==> src/rtl/cpu_pkg.sv <==
// Shared LEGv8 CPU definitions: datapath widths, fetch FSM states and address helpers.
package cpu_pkg;

    localparam int ADDR_W  = 64;
    localparam int INSTR_W = 32;

    localparam logic [ADDR_W-1:0]  PC_STEP   = 64'd4;
    localparam logic [INSTR_W-1:0] HALT_WORD = 32'h0000_0000;

    typedef enum logic [1:0] {
        ST_FETCH = 2'd0,
        ST_WAIT  = 2'd1,
        ST_DRAIN = 2'd2,
        ST_HALT  = 2'd3
    } fetch_state_e;

    // Branch targets are always word aligned; low two bits are dropped on load.
    function automatic logic [ADDR_W-1:0] word_align(input logic [ADDR_W-1:0] addr);
        return addr & ~64'd3;
    endfunction

endpackage

==> src/rtl/instruction_fetch_if.sv <==
// Fetch-stage bus: instruction-memory request/response, branch redirect and the
// valid/ready link to decode. master = fetch stage, slave = its environment.
interface instruction_fetch_if;
    import cpu_pkg::*;

    logic               imem_req;
    logic [ADDR_W-1:0]  imem_addr;
    logic               imem_valid;
    logic [INSTR_W-1:0] imem_data;
    logic               PCSrc;
    logic [ADDR_W-1:0]  BranchAddress;
    logic               if_valid;
    logic               id_ready;
    logic [INSTR_W-1:0] Instruction;
    logic [ADDR_W-1:0]  Address;
    logic               halted;

    modport master (
        output imem_req, imem_addr, if_valid, Instruction, Address, halted,
        input  imem_valid, imem_data, PCSrc, BranchAddress, id_ready
    );

    modport slave (
        input  imem_req, imem_addr, if_valid, Instruction, Address, halted,
        output imem_valid, imem_data, PCSrc, BranchAddress, id_ready
    );

endinterface

==> src/rtl/fetch_queue.sv <==
// Small synchronous FIFO of {address, instruction} pairs between fetch and decode.
// DEPTH must be a power of two; the head entry is read straight from storage registers.
module fetch_queue
    import cpu_pkg::*;
#(
    parameter int DEPTH = 2,
    parameter int CW    = $clog2(DEPTH) + 1
) (
    input  logic               clk,
    input  logic               reset,
    input  logic               i_push,
    input  logic               i_pop,
    input  logic               i_flush,
    input  logic [ADDR_W-1:0]  i_addr,
    input  logic [INSTR_W-1:0] i_instr,
    output logic               o_full,
    output logic               o_empty,
    output logic [CW-1:0]      o_count,
    output logic [ADDR_W-1:0]  o_head_addr,
    output logic [INSTR_W-1:0] o_head_instr
);

    localparam int PW = CW - 1;

    logic [ADDR_W-1:0]  r_addr  [DEPTH];
    logic [INSTR_W-1:0] r_instr [DEPTH];
    logic [PW-1:0]      r_wr_ptr;
    logic [PW-1:0]      r_rd_ptr;
    logic [CW-1:0]      r_count;

    logic w_full;
    logic w_empty;
    logic w_push;
    logic w_pop;

    assign w_full  = (r_count == CW'(DEPTH));
    assign w_empty = (r_count == {CW{1'b0}});
    assign w_pop   = i_pop && !w_empty;
    // A push into a full queue is only accepted when the head leaves in the same cycle.
    assign w_push  = i_push && (!w_full || w_pop);

    // Pointer, occupancy and storage update; flush drops contents but keeps stale data.
    always_ff @(posedge clk) begin
        if (reset) begin
            r_wr_ptr <= {PW{1'b0}};
            r_rd_ptr <= {PW{1'b0}};
            r_count  <= {CW{1'b0}};
            for (int i = 0; i < DEPTH; i++) begin
                r_addr[i]  <= {ADDR_W{1'b0}};
                r_instr[i] <= {INSTR_W{1'b0}};
            end
        end else if (i_flush) begin
            r_wr_ptr <= {PW{1'b0}};
            r_rd_ptr <= {PW{1'b0}};
            r_count  <= {CW{1'b0}};
        end else begin
            if (w_push) begin
                r_addr[r_wr_ptr]  <= i_addr;
                r_instr[r_wr_ptr] <= i_instr;
                r_wr_ptr          <= r_wr_ptr + PW'(1);
            end
            if (w_pop) begin
                r_rd_ptr <= r_rd_ptr + PW'(1);
            end
            r_count <= r_count + CW'(w_push) - CW'(w_pop);
        end
    end

    assign o_full       = w_full;
    assign o_empty      = w_empty;
    assign o_count      = r_count;
    assign o_head_addr  = r_addr[r_rd_ptr];
    assign o_head_instr = r_instr[r_rd_ptr];

endmodule

==> src/rtl/instruction_fetch.sv <==
// LEGv8 fetch stage: PC, single-outstanding instruction-memory reads, fetch queue and
// branch redirect/flush. Optional halt-on-zero-word behaviour under IFETCH_HALT_EN.
module instruction_fetch
    import cpu_pkg::*;
#(
    parameter logic [ADDR_W-1:0] RESET_PC    = 64'h0,
    parameter int                QUEUE_DEPTH = 2
) (
    input logic                 clk,
    input logic                 reset,
    instruction_fetch_if.master bus
);

    localparam int CW = $clog2(QUEUE_DEPTH) + 1;

    fetch_state_e      r_state;
    logic [ADDR_W-1:0] r_pc;
    logic [ADDR_W-1:0] r_req_pc;
`ifdef IFETCH_HALT_EN
    logic              r_halted;
`endif

    logic [CW-1:0]      w_count;
    logic               w_full;
    logic               w_empty;
    logic [ADDR_W-1:0]  w_head_addr;
    logic [INSTR_W-1:0] w_head_instr;
    logic               w_resp;
    logic               w_is_halt;
    logic               w_push;
    logic               w_pop;
    logic [CW:0]        w_occ_next;
    logic               w_issue;

    // Halt-word detection on the incoming response.
    always_comb begin
        w_is_halt = 1'b0;
`ifdef IFETCH_HALT_EN
        w_is_halt = (bus.imem_data == HALT_WORD);
`endif
    end

    // Responses are only meaningful in WAIT; stray strobes in FETCH are ignored.
    assign w_resp = (r_state == ST_WAIT) && bus.imem_valid;
    assign w_pop  = !w_empty && bus.id_ready;
    assign w_push = w_resp && !bus.PCSrc && !w_is_halt && (!w_full || w_pop);

    // Occupancy after this cycle must leave a slot for the response of a new request.
    assign w_occ_next = {1'b0, w_count} + (CW+1)'(w_push) - (CW+1)'(w_pop);
    assign w_issue    = !reset && !bus.PCSrc
                     && ((r_state == ST_FETCH) || (w_resp && !w_is_halt))
                     && (w_occ_next < (CW+1)'(QUEUE_DEPTH));

    fetch_queue #(
        .DEPTH (QUEUE_DEPTH),
        .CW    (CW)
    ) u_queue (
        .clk          (clk),
        .reset        (reset),
        .i_push       (w_push),
        .i_pop        (w_pop),
        .i_flush      (bus.PCSrc),
        .i_addr       (r_req_pc),
        .i_instr      (bus.imem_data),
        .o_full       (w_full),
        .o_empty      (w_empty),
        .o_count      (w_count),
        .o_head_addr  (w_head_addr),
        .o_head_instr (w_head_instr)
    );

    // Fetch FSM and program counter; redirect outranks everything except reset.
    always_ff @(posedge clk) begin
        if (reset) begin
            r_state  <= ST_FETCH;
            r_pc     <= RESET_PC;
            r_req_pc <= RESET_PC;
`ifdef IFETCH_HALT_EN
            r_halted <= 1'b0;
`endif
        end else if (bus.PCSrc) begin
            r_pc <= word_align(bus.BranchAddress);
            if (((r_state == ST_WAIT) || (r_state == ST_DRAIN)) && !bus.imem_valid) begin
                r_state <= ST_DRAIN;
            end else begin
                r_state <= ST_FETCH;
            end
`ifdef IFETCH_HALT_EN
            r_halted <= 1'b0;
`endif
        end else begin
            if (w_issue) begin
                r_pc     <= r_pc + PC_STEP;
                r_req_pc <= r_pc;
            end
            case (r_state)
                ST_FETCH: begin
                    if (w_issue) begin
                        r_state <= ST_WAIT;
                    end
                end
                ST_WAIT: begin
                    if (bus.imem_valid) begin
`ifdef IFETCH_HALT_EN
                        if (w_is_halt) begin
                            r_state  <= ST_HALT;
                            r_halted <= 1'b1;
                        end else
`endif
                        if (w_issue) begin
                            r_state <= ST_WAIT;
                        end else begin
                            r_state <= ST_FETCH;
                        end
                    end
                end
                ST_DRAIN: begin
                    if (bus.imem_valid) begin
                        r_state <= ST_FETCH;
                    end
                end
`ifdef IFETCH_HALT_EN
                ST_HALT: begin
                    r_state <= ST_HALT;
                end
`endif
                default: begin
                    r_state <= ST_FETCH;
                end
            endcase
        end
    end

    assign bus.imem_req    = w_issue;
    assign bus.imem_addr   = r_pc;
    assign bus.if_valid    = !w_empty;
    assign bus.Instruction = w_head_instr;
    assign bus.Address     = w_head_addr;
`ifdef IFETCH_HALT_EN
    assign bus.halted      = r_halted;
`else
    assign bus.halted      = 1'b0;
`endif

endmodule
==> src/flat_wrapper.sv <==
// flat-port wrapper written by rule: the top's interface ports become plain ports
module instruction_fetch_flat import cpu_pkg::*;
#(
    parameter logic [ADDR_W-1:0] RESET_PC    = 64'h0,
    parameter int                QUEUE_DEPTH = 2
)
  (clk, reset, bus_imem_req, bus_imem_addr, bus_if_valid, bus_Instruction, bus_Address, bus_halted, bus_imem_valid, bus_imem_data, bus_PCSrc, bus_BranchAddress, bus_id_ready);
  instruction_fetch_if bus_i ();
  input logic clk;
  input logic reset;
  output wire logic [$bits(bus_i.imem_req)-1:0] bus_imem_req;
  output wire logic [$bits(bus_i.imem_addr)-1:0] bus_imem_addr;
  output wire logic [$bits(bus_i.if_valid)-1:0] bus_if_valid;
  output wire logic [$bits(bus_i.Instruction)-1:0] bus_Instruction;
  output wire logic [$bits(bus_i.Address)-1:0] bus_Address;
  output wire logic [$bits(bus_i.halted)-1:0] bus_halted;
  input wire logic [$bits(bus_i.imem_valid)-1:0] bus_imem_valid;
  input wire logic [$bits(bus_i.imem_data)-1:0] bus_imem_data;
  input wire logic [$bits(bus_i.PCSrc)-1:0] bus_PCSrc;
  input wire logic [$bits(bus_i.BranchAddress)-1:0] bus_BranchAddress;
  input wire logic [$bits(bus_i.id_ready)-1:0] bus_id_ready;
  assign bus_imem_req = bus_i.imem_req;
  assign bus_imem_addr = bus_i.imem_addr;
  assign bus_if_valid = bus_i.if_valid;
  assign bus_Instruction = bus_i.Instruction;
  assign bus_Address = bus_i.Address;
  assign bus_halted = bus_i.halted;
  assign bus_i.imem_valid = bus_imem_valid;
  assign bus_i.imem_data = bus_imem_data;
  assign bus_i.PCSrc = bus_PCSrc;
  assign bus_i.BranchAddress = bus_BranchAddress;
  assign bus_i.id_ready = bus_id_ready;
  instruction_fetch #(.RESET_PC(RESET_PC), .QUEUE_DEPTH(QUEUE_DEPTH)) u_core (.clk(clk), .reset(reset), .bus(bus_i));
endmodule
==> config.mk <==
export PLATFORM = sky130hd
export DESIGN_NAME = instruction_fetch_flat
export DESIGN_NICKNAME = d
export VERILOG_FILES = /design/src/rtl/cpu_pkg.sv /design/src/rtl/instruction_fetch_if.sv /design/src/rtl/fetch_queue.sv /design/src/rtl/instruction_fetch.sv /design/src/flat_wrapper.sv
export SDC_FILE = /design/constraint.sdc
export NUM_CORES = 1
export LEC_CHECK = 0
export ABC_AREA = 1
export ABC_CLOCK_PERIOD_IN_PS = 10370
export CORE_MARGIN = 2
export CORE_UTILIZATION = 58
export DETAILED_ROUTE_END_ITERATION = 8
export HOLD_SLACK_MARGIN = 0.1
export PLACE_DENSITY = 0.87
export SLEW_MARGIN = 0
export SYNTH_ARGS = -nofsm -noshare
export SYNTH_HDL_FRONTEND = slang
export SYNTH_SLANG_ARGS = --single-unit
==> constraint.sdc <==
create_clock -name clk -period 10.37 [get_ports clk]
set_input_delay 2.5925 -clock clk [delete_from_list [all_inputs] [get_ports clk]]
set_output_delay 2.5925 -clock clk [all_outputs]
set_load 0.005 [all_outputs]
==> flow_metrics.env, run 1 <==
export IMPL_relSlewSlack=0.275
export IMPL_grt_pass1_wl_um=66500
export IMPL_fmax_mhz=128
export IMPL_grt_overflow_total=0
export IMPL_drc=0
export IMPL_critPathRequiredTime_ns=7.78
export IMPL_num_antenna_cells=0
export IMPL_path_clk_slew_ns=0.06
export IMPL_syn2layout_area_growth_pct=24.9
export IMPL_final_common_cell="nor2_1"
export IMPL_cp_max_fo=4
export IMPL_via_per_inst=5.59
export IMPL_start_util=0.586
export IMPL_io_pins=264
export IMPL_drtIter0Drc=1388
export IMPL_hold_buffers=0
export IMPL_min_path_type="reg -> reg"
export IMPL_die_area_um2=27500
export IMPL_fp_dieW_um=166
export IMPL_cts_root_buf="clkbuf_16"
export IMPL_core_um2=25900
export IMPL_place_inst=2214
export IMPL_max_cap_violations=0
export IMPL_yosysWarnings=0
export IMPL_status="completed"
export IMPL_tightest_slew_ns=1.09
export IMPL_antenna_found_initial=0
export IMPL_postCtsSetupRepairBufs=0
export IMPL_cts_tree="built"
export IMPL_final_util=0.732
export IMPL_leakagePower_nw=7.24
export IMPL_finalSetupViolations=0
export IMPL_dr_pass1_iters=6
export IMPL_grtUsageTotal=0.302
export IMPL_drive_above_1_share=0.103
export IMPL_fin_tns_setup_ns=0
export IMPL_fin_cells=2275
export IMPL_die_y_um=166
export IMPL_cts_sinks=319
export IMPL_path_class="in -> out"
export IMPL_grt_max_degree=101
export IMPL_htreeDepth=2
export IMPL_wl_per_cell_um=18.5
export IMPL_rsz0062_at_grt="false"
export IMPL_crit_arrival_ns=5.22
export IMPL_stdcell_area_um2=19000
export IMPL_syn_inst=1692
export IMPL_synth_seq_area_share=0.545
export IMPL_hold_viol=0
export IMPL_skew_ns=0.0207
export IMPL_gp_congestion=0.951
export IMPL_power_mw=3.00
export IMPL_vias=12700
export IMPL_drt_wl_total_um=42200
export IMPL_max_vdd_ir_drop_mv=0.126
export IMPL_slew_viol_final=0
export IMPL_detailed_place_area_um2=17800
export IMPL_synth_top_area_frac=0.372
export IMPL_clk_path_buf_depth=3
export IMPL_powerDensity_nw_per_um2=158
export IMPL_synth_area_um2=15200
export IMPL_grt_pass1_vias=12400
export IMPL_numPortBuffers=256
export IMPL_fin_crit_ns=7.81
export IMPL_synth_top_area_cell="edfxtp_1"
export IMPL_post_route_period_util=0.754
export IMPL_numCtsBuffers=34
export IMPL_ys_types=41
export IMPL_synth_area_per_cell_um2=8.97
export IMPL_antenna_left=0
export IMPL_synth_seq_cells=319
export IMPL_fillCellCount=1792
export IMPL_nNetsFinal=2024
export IMPL_num_rows=59
export IMPL_cts_resized=0
export IMPL_synth_area_leaders="edfxtp_1, dfxtp_1, nor2_1"
export IMPL_clk_latency_ns=0.52
export IMPL_dp_hpwl_um=27700
export IMPL_crit_path_start_kind="input port"
export IMPL_cp_end_kind="output pin"
export IMPL_final_cell_mix="nor2_1, nand2_1, clkdlybuf4s50_1"
## cell usage after synthesis
| cell type | count |
|---|---|
| a211oi_1 | 16 |
| a21oi_1 | 79 |
| a22oi_1 | 1 |
| a31oi_1 | 10 |
| and2_1 | 2 |
| buf_1 | 5 |
| buf_2 | 29 |
| buf_4 | 15 |
| buf_6 | 10 |
| clkbuf_1 | 23 |
| clkinv_8 | 1 |
| conb_1 | 1 |
| dfxtp_1 | 131 |
| edfxtp_1 | 188 |
| fa_1 | 1 |
| ha_1 | 7 |
| inv_1 | 216 |
| inv_2 | 3 |
| mux2_2 | 94 |
| nand2_1 | 284 |
| nand2_2 | 5 |
| nand2_4 | 2 |
| nand3_1 | 52 |
| nand3_2 | 1 |
| nand3_4 | 1 |
| nand3b_1 | 17 |
| nand4_1 | 15 |
| nor2_1 | 311 |
| nor2_2 | 21 |
| nor2_4 | 5 |
| nor3_1 | 10 |
| nor3_2 | 1 |
| nor3b_1 | 1 |
| o211ai_1 | 3 |
| o21ai_0 | 79 |
| o21ai_1 | 23 |
| o21bai_1 | 1 |
| or2_1 | 1 |
| or2_2 | 2 |
| xnor2_1 | 3 |
| xor2_1 | 22 |
## worst max-delay path, cell delays in order
cell and delay (ns):
clkdlybuf4s50_1 0.52, nand2_1 0.09, nor2_1 0.12, nand2_2 0.10
or2_2 0.30, fa_1 0.39, xnor2_1 0.32, inv_1 0.14
nor2_4 0.14, clkdlybuf4s50_1 0.51
## per-stage QoR
step	setup WS, ns	hold WS [ns]
2_1_floorplan	3.34	0.429
3_3_place_gp	2.63	0.430
4_1_cts	2.55	0.466
5_1_grt	2.40	0.487
6_report	2.56	0.457
3_5_place_dp	2.55	0.459
## registers in the layout, indices dropped and copies added, names as in the netlist, named ones only
signal / count
u_core.bus.imem_addr: 62
u_core.r_req_pc: 62
u_core.r_state: 2
u_core.u_queue.o_count: 2
u_core.u_queue.r_addr: 124
u_core.u_queue.r_instr: 64
u_core.u_queue.r_rd_ptr: 1
u_core.u_queue.r_wr_ptr: 1
## kinds of logic after synthesis
group	after synthesis	share of synthesized area
compound gates	212	0.0742
xor+xnor	25	0.0144
fa+ha+maj	8	0.00709
buf+inv	302	0.0865
flops	319	0.545
mux	94	0.0697
other cells	1	0.000247
simple gates	731	0.203
## cell type report
| cell class | instances | area (um^2) | area share |
|---|---|---|---|
| Clock buffer | 54 | 1060 | 0.0560 |
| Clock inverter | 7 | 90.1 | 0.00475 |
| Inverter | 220 | 838 | 0.0442 |
| Multi-Input combinational cell | 1075 | 5650 | 0.298 |
| Sequential cell | 319 | 8270 | 0.436 |
| Tap cell | 335 | 419 | 0.0221 |
| Timing Repair Buffer | 265 | 2620 | 0.138 |
## routing by layer
metal / GRT usage / wire, um / vias to the layer above
met4: 0.122 / 1730 / 0
li1: - / - / 5943
met1: 0.412 / 17400 / 5999
met3: 0.0489 / 3600 / 121
met5: 0 / 0 / -
met2: 0.487 / 19400 / 661
## path summary, 6_finish.rpt
check / start / end / slack, ns / cells past startpoint
worst max-delay path: bus_imem_valid / bus_imem_req / 2.56 / 10
worst min-delay path: u_core.u_queue.r_rd_ptr$_SDFFE_PP0P_ / register / 0.46 / 1
worst max register to register: u_core.u_queue.o_count[1]$_SDFF_PP0_ / u_core.bus.imem_addr[42]$_SDFFE_PP0P_ / 6.31 / 14
worst min register to register: u_core.u_queue.r_rd_ptr$_SDFFE_PP0P_ / register / 0.46 / 1
## power by group
group | internal [mW] | leakage, nW | switching [mW]
Combinational | 0.141 | 3.66 | 0.165
Clock | 0.755 | 0.559 | 0.487
Sequential | 1.40 | 3.02 | 0.0471
Total | 2.30 | 7.24 | 0.700
(Power assumes the default switching activity.)
==> inputs of run 2 (changes only) <==
--- a/config.mk
+++ b/config.mk
@@ -6,12 +6,12 @@
 export NUM_CORES = 1
 export LEC_CHECK = 0
 export ABC_AREA = 1
-export ABC_CLOCK_PERIOD_IN_PS = 10370
+export ABC_CLOCK_PERIOD_IN_PS = 8000
 export CORE_MARGIN = 2
-export CORE_UTILIZATION = 58
+export CORE_UTILIZATION = 53
 export DETAILED_ROUTE_END_ITERATION = 8
 export HOLD_SLACK_MARGIN = 0.1
-export PLACE_DENSITY = 0.87
+export PLACE_DENSITY = 0.8
 export SLEW_MARGIN = 0
 export SYNTH_ARGS = -nofsm -noshare
 export SYNTH_HDL_FRONTEND = slang
==> constraint.sdc (replaced) <==
create_clock -name clk -period 8 [get_ports clk]
set_input_delay 2 -clock clk [delete_from_list [all_inputs] [get_ports clk]]
set_output_delay 2 -clock clk [all_outputs]
set_load 0.005 [all_outputs]
==> flow_metrics.env, run 2 (synthesis gave the netlist of run 1 again) <==
export IMPL_numCtsBuffers=31
export IMPL_skew_ns=0.0203
export IMPL_tightest_slew_ns=0.915
export IMPL_numPortBuffers=256
export IMPL_wl_per_cell_um=18.3
export IMPL_post_route_period_util=0.820
export IMPL_max_vdd_ir_drop_mv=0.160
export IMPL_cts_resized=0
export IMPL_die_area_um2=30000
export IMPL_crit_path_start_kind="input port"
export IMPL_min_path_type="reg -> reg"
export IMPL_syn2layout_area_growth_pct=24.2
export IMPL_drt_wl_total_um=42400
export IMPL_crit_arrival_ns=4.56
export IMPL_top_regs="u_core.u_queue.r_addr x124, u_core.u_queue.r_instr x64"
export IMPL_drtIter0Drc=1325
export IMPL_cts_sinks=319
export IMPL_stdcell_area_um2=18900
export IMPL_antenna_found_initial=0
export IMPL_cts_root_buf="clkbuf_16"
export IMPL_finalSetupViolations=0
export IMPL_htreeDepth=1
export IMPL_fmax_mhz=152
export IMPL_postCtsSetupRepairBufs=0
export IMPL_critPathRequiredTime_ns=6.00
export IMPL_path_clk_slew_ns=0.06
export IMPL_timing_hold_ws_ns=0.451
export IMPL_hold_buffers=0
export IMPL_dr_pass1_iters=5
export IMPL_clk_path_buf_depth=3
export IMPL_drc=0
export IMPL_fin_tns_setup_ns=0
export IMPL_dp_hpwl_um=28400
export IMPL_drive_above_1_share=0.104
export IMPL_top_register="u_core.u_queue.r_addr"
export IMPL_num_antenna_cells=0
export IMPL_final_util=0.673
export IMPL_fp_dieW_um=173
export IMPL_start_util=0.542
export IMPL_final_common_cell="nor2_1"
export IMPL_hold_viol=0
export IMPL_io_pins=264
export IMPL_fin_crit_ns=6.56
export IMPL_grtUsageTotal=0.277
export IMPL_clk_latency_ns=0.56
export IMPL_grt_pass1_vias=12200
export IMPL_cp_end_kind="output pin"
export IMPL_relSlewSlack=0.390
export IMPL_grt_max_degree=83
export IMPL_vias=12500
export IMPL_cp_max_fo=3
export IMPL_fin_cells=2318
export IMPL_powerDensity_nw_per_um2=196
export IMPL_largest_register_ff_count=124
export IMPL_fillCellCount=2251
export IMPL_max_cap_violations=0
export IMPL_status="completed"
export IMPL_detailed_place_area_um2=17900
export IMPL_die_y_um=173
export IMPL_grt_pass1_wl_um=66400
export IMPL_path_class="in -> out"
export IMPL_core_um2=28000
export IMPL_grt_overflow_total=0
export IMPL_nNetsFinal=2024
export IMPL_rsz0062_at_grt="false"
export IMPL_leakagePower_nw=7.17
export IMPL_cts_tree="built"
export IMPL_via_per_inst=5.38
export IMPL_num_rows=61
export IMPL_gp_congestion=0.942
export IMPL_place_inst=2260
export IMPL_slew_viol_final=0
export IMPL_final_cell_mix="nor2_1, nand2_1, clkdlybuf4s50_1"
export IMPL_antenna_left=0
-- run 2: cell count changes in the layout (fill, tap and decap cells not counted), sizes merged --
cell      delta
clkbuf      -13
clkinv       +8
buf          +3
clkinvlp     +2
-- run 2: final cells by class --
cell class                      instances  area, um^2  area share
Clock inverter                         17         139     0.00737
Clock buffer                           41         833      0.0442
Multi-Input combinational cell       1075        5650       0.300
Inverter                              220         838      0.0445
Sequential cell                       319        8270       0.439
Timing Repair Buffer                  268        2640       0.140
Tap cell                              378         473      0.0251
-- run 2: path summary, 6_finish.rpt --
path	cells past startpoint	slack, ns	from	endpoint
setup / recovery	10	1.44	bus_id_ready	bus_imem_req
hold / removal	1	0.45	u_core.u_queue.r_rd_ptr$_SDFFE_PP0P_	register
setup reg to reg	16	3.71	u_core.u_queue.o_count[1]$_SDFF_PP0_	u_core.bus.imem_addr[57]$_SDFFE_PP0P_
hold reg to reg	1	0.45	u_core.u_queue.r_rd_ptr$_SDFFE_PP0P_	register
-- run 2: layer usage --
layer	up-vias	wire, um	GRT usage
met1	5865	18300	0.388
met5	-	0	0
met2	597	19500	0.450
li1	5927	-	-
met4	0	1280	0.0840
met3	83	3340	0.0375
-- run 2: worst max-delay path, cell delays in order --
cell             delay (ns)
clkdlybuf4s50_1        0.40
nand2_1                0.10
inv_1                  0.05
ha_1                   0.26
or2_2                  0.30
fa_1                   0.38
xnor2_1                0.31
inv_1                  0.13
nor2_4                 0.12
clkdlybuf4s50_1        0.50
-- run 2: through the flow --
stage	worst slack, ns	power (mW)
floorplan	2.15	2.09
global route	1.33	3.81
CTS	1.43	3.70
global placement	1.47	2.29
detailed placement	1.44	2.30
finish	1.44	3.69
-- run 2: where the power goes --
part	switching (mW)	internal, mW	total [mW]
Combinational	0.213	0.183	0.397
Clock	0.615	0.795	1.41
Sequential	0.0615	1.82	1.88
==> inputs of run 3 (changes only) <==
--- a/config.mk
+++ b/config.mk
@@ -6,12 +6,12 @@
 export NUM_CORES = 1
 export LEC_CHECK = 0
 export ABC_AREA = 1
-export ABC_CLOCK_PERIOD_IN_PS = 8000
+export ABC_CLOCK_PERIOD_IN_PS = 5800
 export CORE_MARGIN = 2
-export CORE_UTILIZATION = 53
+export CORE_UTILIZATION = 48
 export DETAILED_ROUTE_END_ITERATION = 8
 export HOLD_SLACK_MARGIN = 0.1
-export PLACE_DENSITY = 0.8
+export PLACE_DENSITY = 0.76
 export SLEW_MARGIN = 0
 export SYNTH_ARGS = -nofsm -noshare
 export SYNTH_HDL_FRONTEND = slang
==> constraint.sdc (replaced) <==
create_clock -name clk -period 5.8 [get_ports clk]
set_input_delay 1.45 -clock clk [delete_from_list [all_inputs] [get_ports clk]]
set_output_delay 1.45 -clock clk [all_outputs]
set_load 0.005 [all_outputs]
==> flow_metrics.env, run 3 (synthesis gave the netlist of run 1 again) <==
export IMPL_status="completed"
export IMPL_wl_per_cell_um=18.2
export IMPL_top_register="u_core.u_queue.r_addr"
export IMPL_vias=12500
export IMPL_postCtsSetupRepairBufs=0
export IMPL_syn2layout_area_growth_pct=25.4
export IMPL_fin_ws_ns=0.352
export IMPL_cts_root_buf="clkbuf_16"
export IMPL_relSlewSlack=0.193
export IMPL_core_um2=31300
export IMPL_p_int_mw=4.02
export IMPL_hold_viol=0
export IMPL_dr_pass1_iters=6
export IMPL_switching_share=0.240
export IMPL_fin_tns_setup_ns=0
export IMPL_slew_viol_final=0
export IMPL_nNetsFinal=2030
export IMPL_r2r_end="u_core.bus.imem_addr[57]$_SDFFE_PP0P_"
export IMPL_grt_pass1_vias=12100
export IMPL_clk_path_buf_depth=3
export IMPL_r2r_cells=16
export IMPL_dp_hpwl_um=28600
export IMPL_p_seq_frac=0.491
export IMPL_crit_arrival_ns=4.00
export IMPL_io_pins=264
export IMPL_path_clk_slew_ns=0.06
export IMPL_p_clk_frac=0.406
export IMPL_detailed_place_area_um2=17900
export IMPL_clk_latency_ns=0.52
export IMPL_grt_max_degree=95
export IMPL_post_route_period_util=0.939
export IMPL_skew_ns=0.0124
export IMPL_fin_crit_ns=5.45
export IMPL_rsz0062_at_grt="false"
export IMPL_grt_overflow_total=0
export IMPL_grtUsageTotal=0.256
export IMPL_path_class="in -> out"
export IMPL_critPathRequiredTime_ns=4.35
export IMPL_final_cell_mix="nor2_1, nand2_1, clkdlybuf4s50_1"
export IMPL_numPortBuffers=256
export IMPL_fmax_mhz=184
export IMPL_timing_rr_start="u_core.u_queue.o_count[1]$_SDFF_PP0_"
export IMPL_finalSetupViolations=0
export IMPL_powerDensity_nw_per_um2=277
export IMPL_final_common_cell="nor2_1"
export IMPL_htreeDepth=2
export IMPL_cp_max_fo=3
export IMPL_die_area_um2=33100
export IMPL_drtIter0Drc=1060
export IMPL_final_util=0.608
export IMPL_cts_tree="built"
export IMPL_critical_path_max_stage_delay_ns=0.51
export IMPL_top_regs="u_core.u_queue.r_addr x124, u_core.u_queue.r_instr x64"
export IMPL_stdcell_area_um2=19000
export IMPL_num_rows=65
export IMPL_rrSetupSlack_ns=1.99
export IMPL_max_vdd_ir_drop_mv=0.184
export IMPL_crit_path_start_kind="input port"
export IMPL_fp_dieW_um=182
export IMPL_largest_register_ff_count=124
export IMPL_drt_wl_total_um=42700
export IMPL_cp_end_kind="output pin"
export IMPL_fillCellCount=2645
export IMPL_cts_resized=0
export IMPL_antenna_left=0
export IMPL_max_cap_violations=0
export IMPL_min_path_type="reg -> reg"
export IMPL_start_util=0.485
export IMPL_antenna_found_initial=3
export IMPL_drc=0
export IMPL_leakagePower_nw=7.25
export IMPL_gp_congestion=0.919
export IMPL_tightest_slew_ns=1.21
export IMPL_cts_sinks=319
export IMPL_combPwrFrac=0.104
export IMPL_place_ws_ns=0.350
export IMPL_numCtsBuffers=35
export IMPL_cp_startpoint="bus_id_ready"
export IMPL_drive_above_1_share=0.105
export IMPL_crit_chain="clkdlybuf4s50_1 -> nand2_1 -> inv_1 -> ha_1 -> or2_2 -> fa_1 -> xnor2_1 -> inv_1 -> nor2_4 -> clkdlybuf4s50_1"
export IMPL_worstSetupEndpoint="bus_imem_req"
export IMPL_cpMaxStageDelayCell="clkdlybuf4s50_1"
export IMPL_hold_buffers=0
export IMPL_power_switching_mw=1.27
export IMPL_die_y_um=182
export IMPL_grt_pass1_wl_um=65900
export IMPL_via_per_inst=5.31
run 3: power groups by stage:
stage	Clock (mW)	Combinational (mW)	Sequential, mW
after CTS	2.17	0.549	2.59
after detailed placement	0	0.544	2.64
after global routing	2.25	0.599	2.60
final	2.14	0.549	2.59
after global placement	0	0.533	2.63
after floorplan	0	0.276	2.61
run 3: critical path, delay by kind of cell:
family,cells,cell delay (ns)
fa+ha+maj,2,0.64
xor+xnor,1,0.30
simple gates,3,0.52
buf+inv,4,1.09
run 3: area by class of cell:
type                            count  area [um^2]  share of cell area
Timing Repair Buffer              270         2670               0.140
Clock inverter                      9         87.6             0.00460
Clock buffer                       55         1010              0.0532
Sequential cell                   319         8270               0.434
Multi-Input combinational cell   1075         5650               0.297
Antenna cell                        2         5.00            0.000263
Tap cell                          402          503              0.0264
Inverter                          220          838              0.0440
run 3: layer usage:
metal	share of wire	wire (um)	global-route usage	vias to the layer above
met5	0.00030	13	0	-
met4	0.037	1590	0.101	2
met3	0.072	3090	0.0407	86
met2	0.46	19800	0.417	551
met1	0.43	18200	0.344	5887
li1	-	-	-	5958
run 3: worst min-delay path by stage:
stage,startpoint,to,slack [ns],cells after the start
floorplan,u_core.u_queue.r_rd_ptr$_SDFFE_PP0P_,register,0.43,1
global placement,u_core.u_queue.r_rd_ptr$_SDFFE_PP0P_,register,0.43,1
detailed placement,u_core.u_queue.r_rd_ptr$_SDFFE_PP0P_,register,0.44,1
CTS,u_core.u_queue.r_rd_ptr$_SDFFE_PP0P_,register,0.45,1
global route,u_core.u_queue.r_rd_ptr$_SDFFE_PP0P_,register,0.48,1
finish,u_core.u_queue.r_rd_ptr$_SDFFE_PP0P_,register,0.45,1
run 3: metrics by stage:
| stage | hold slack, ns | total power [mW] | cells |
|---|---|---|---|
| finish | 0.451 | 5.28 | 2352 |
| global route | 0.484 | 5.45 | 2352 |
| CTS | 0.451 | 5.31 | 2350 |
| detailed placement | 0.443 | 3.18 | 2286 |
| global placement | 0.431 | 3.16 | 2286 |
| floorplan | 0.429 | 2.89 | 1696 |
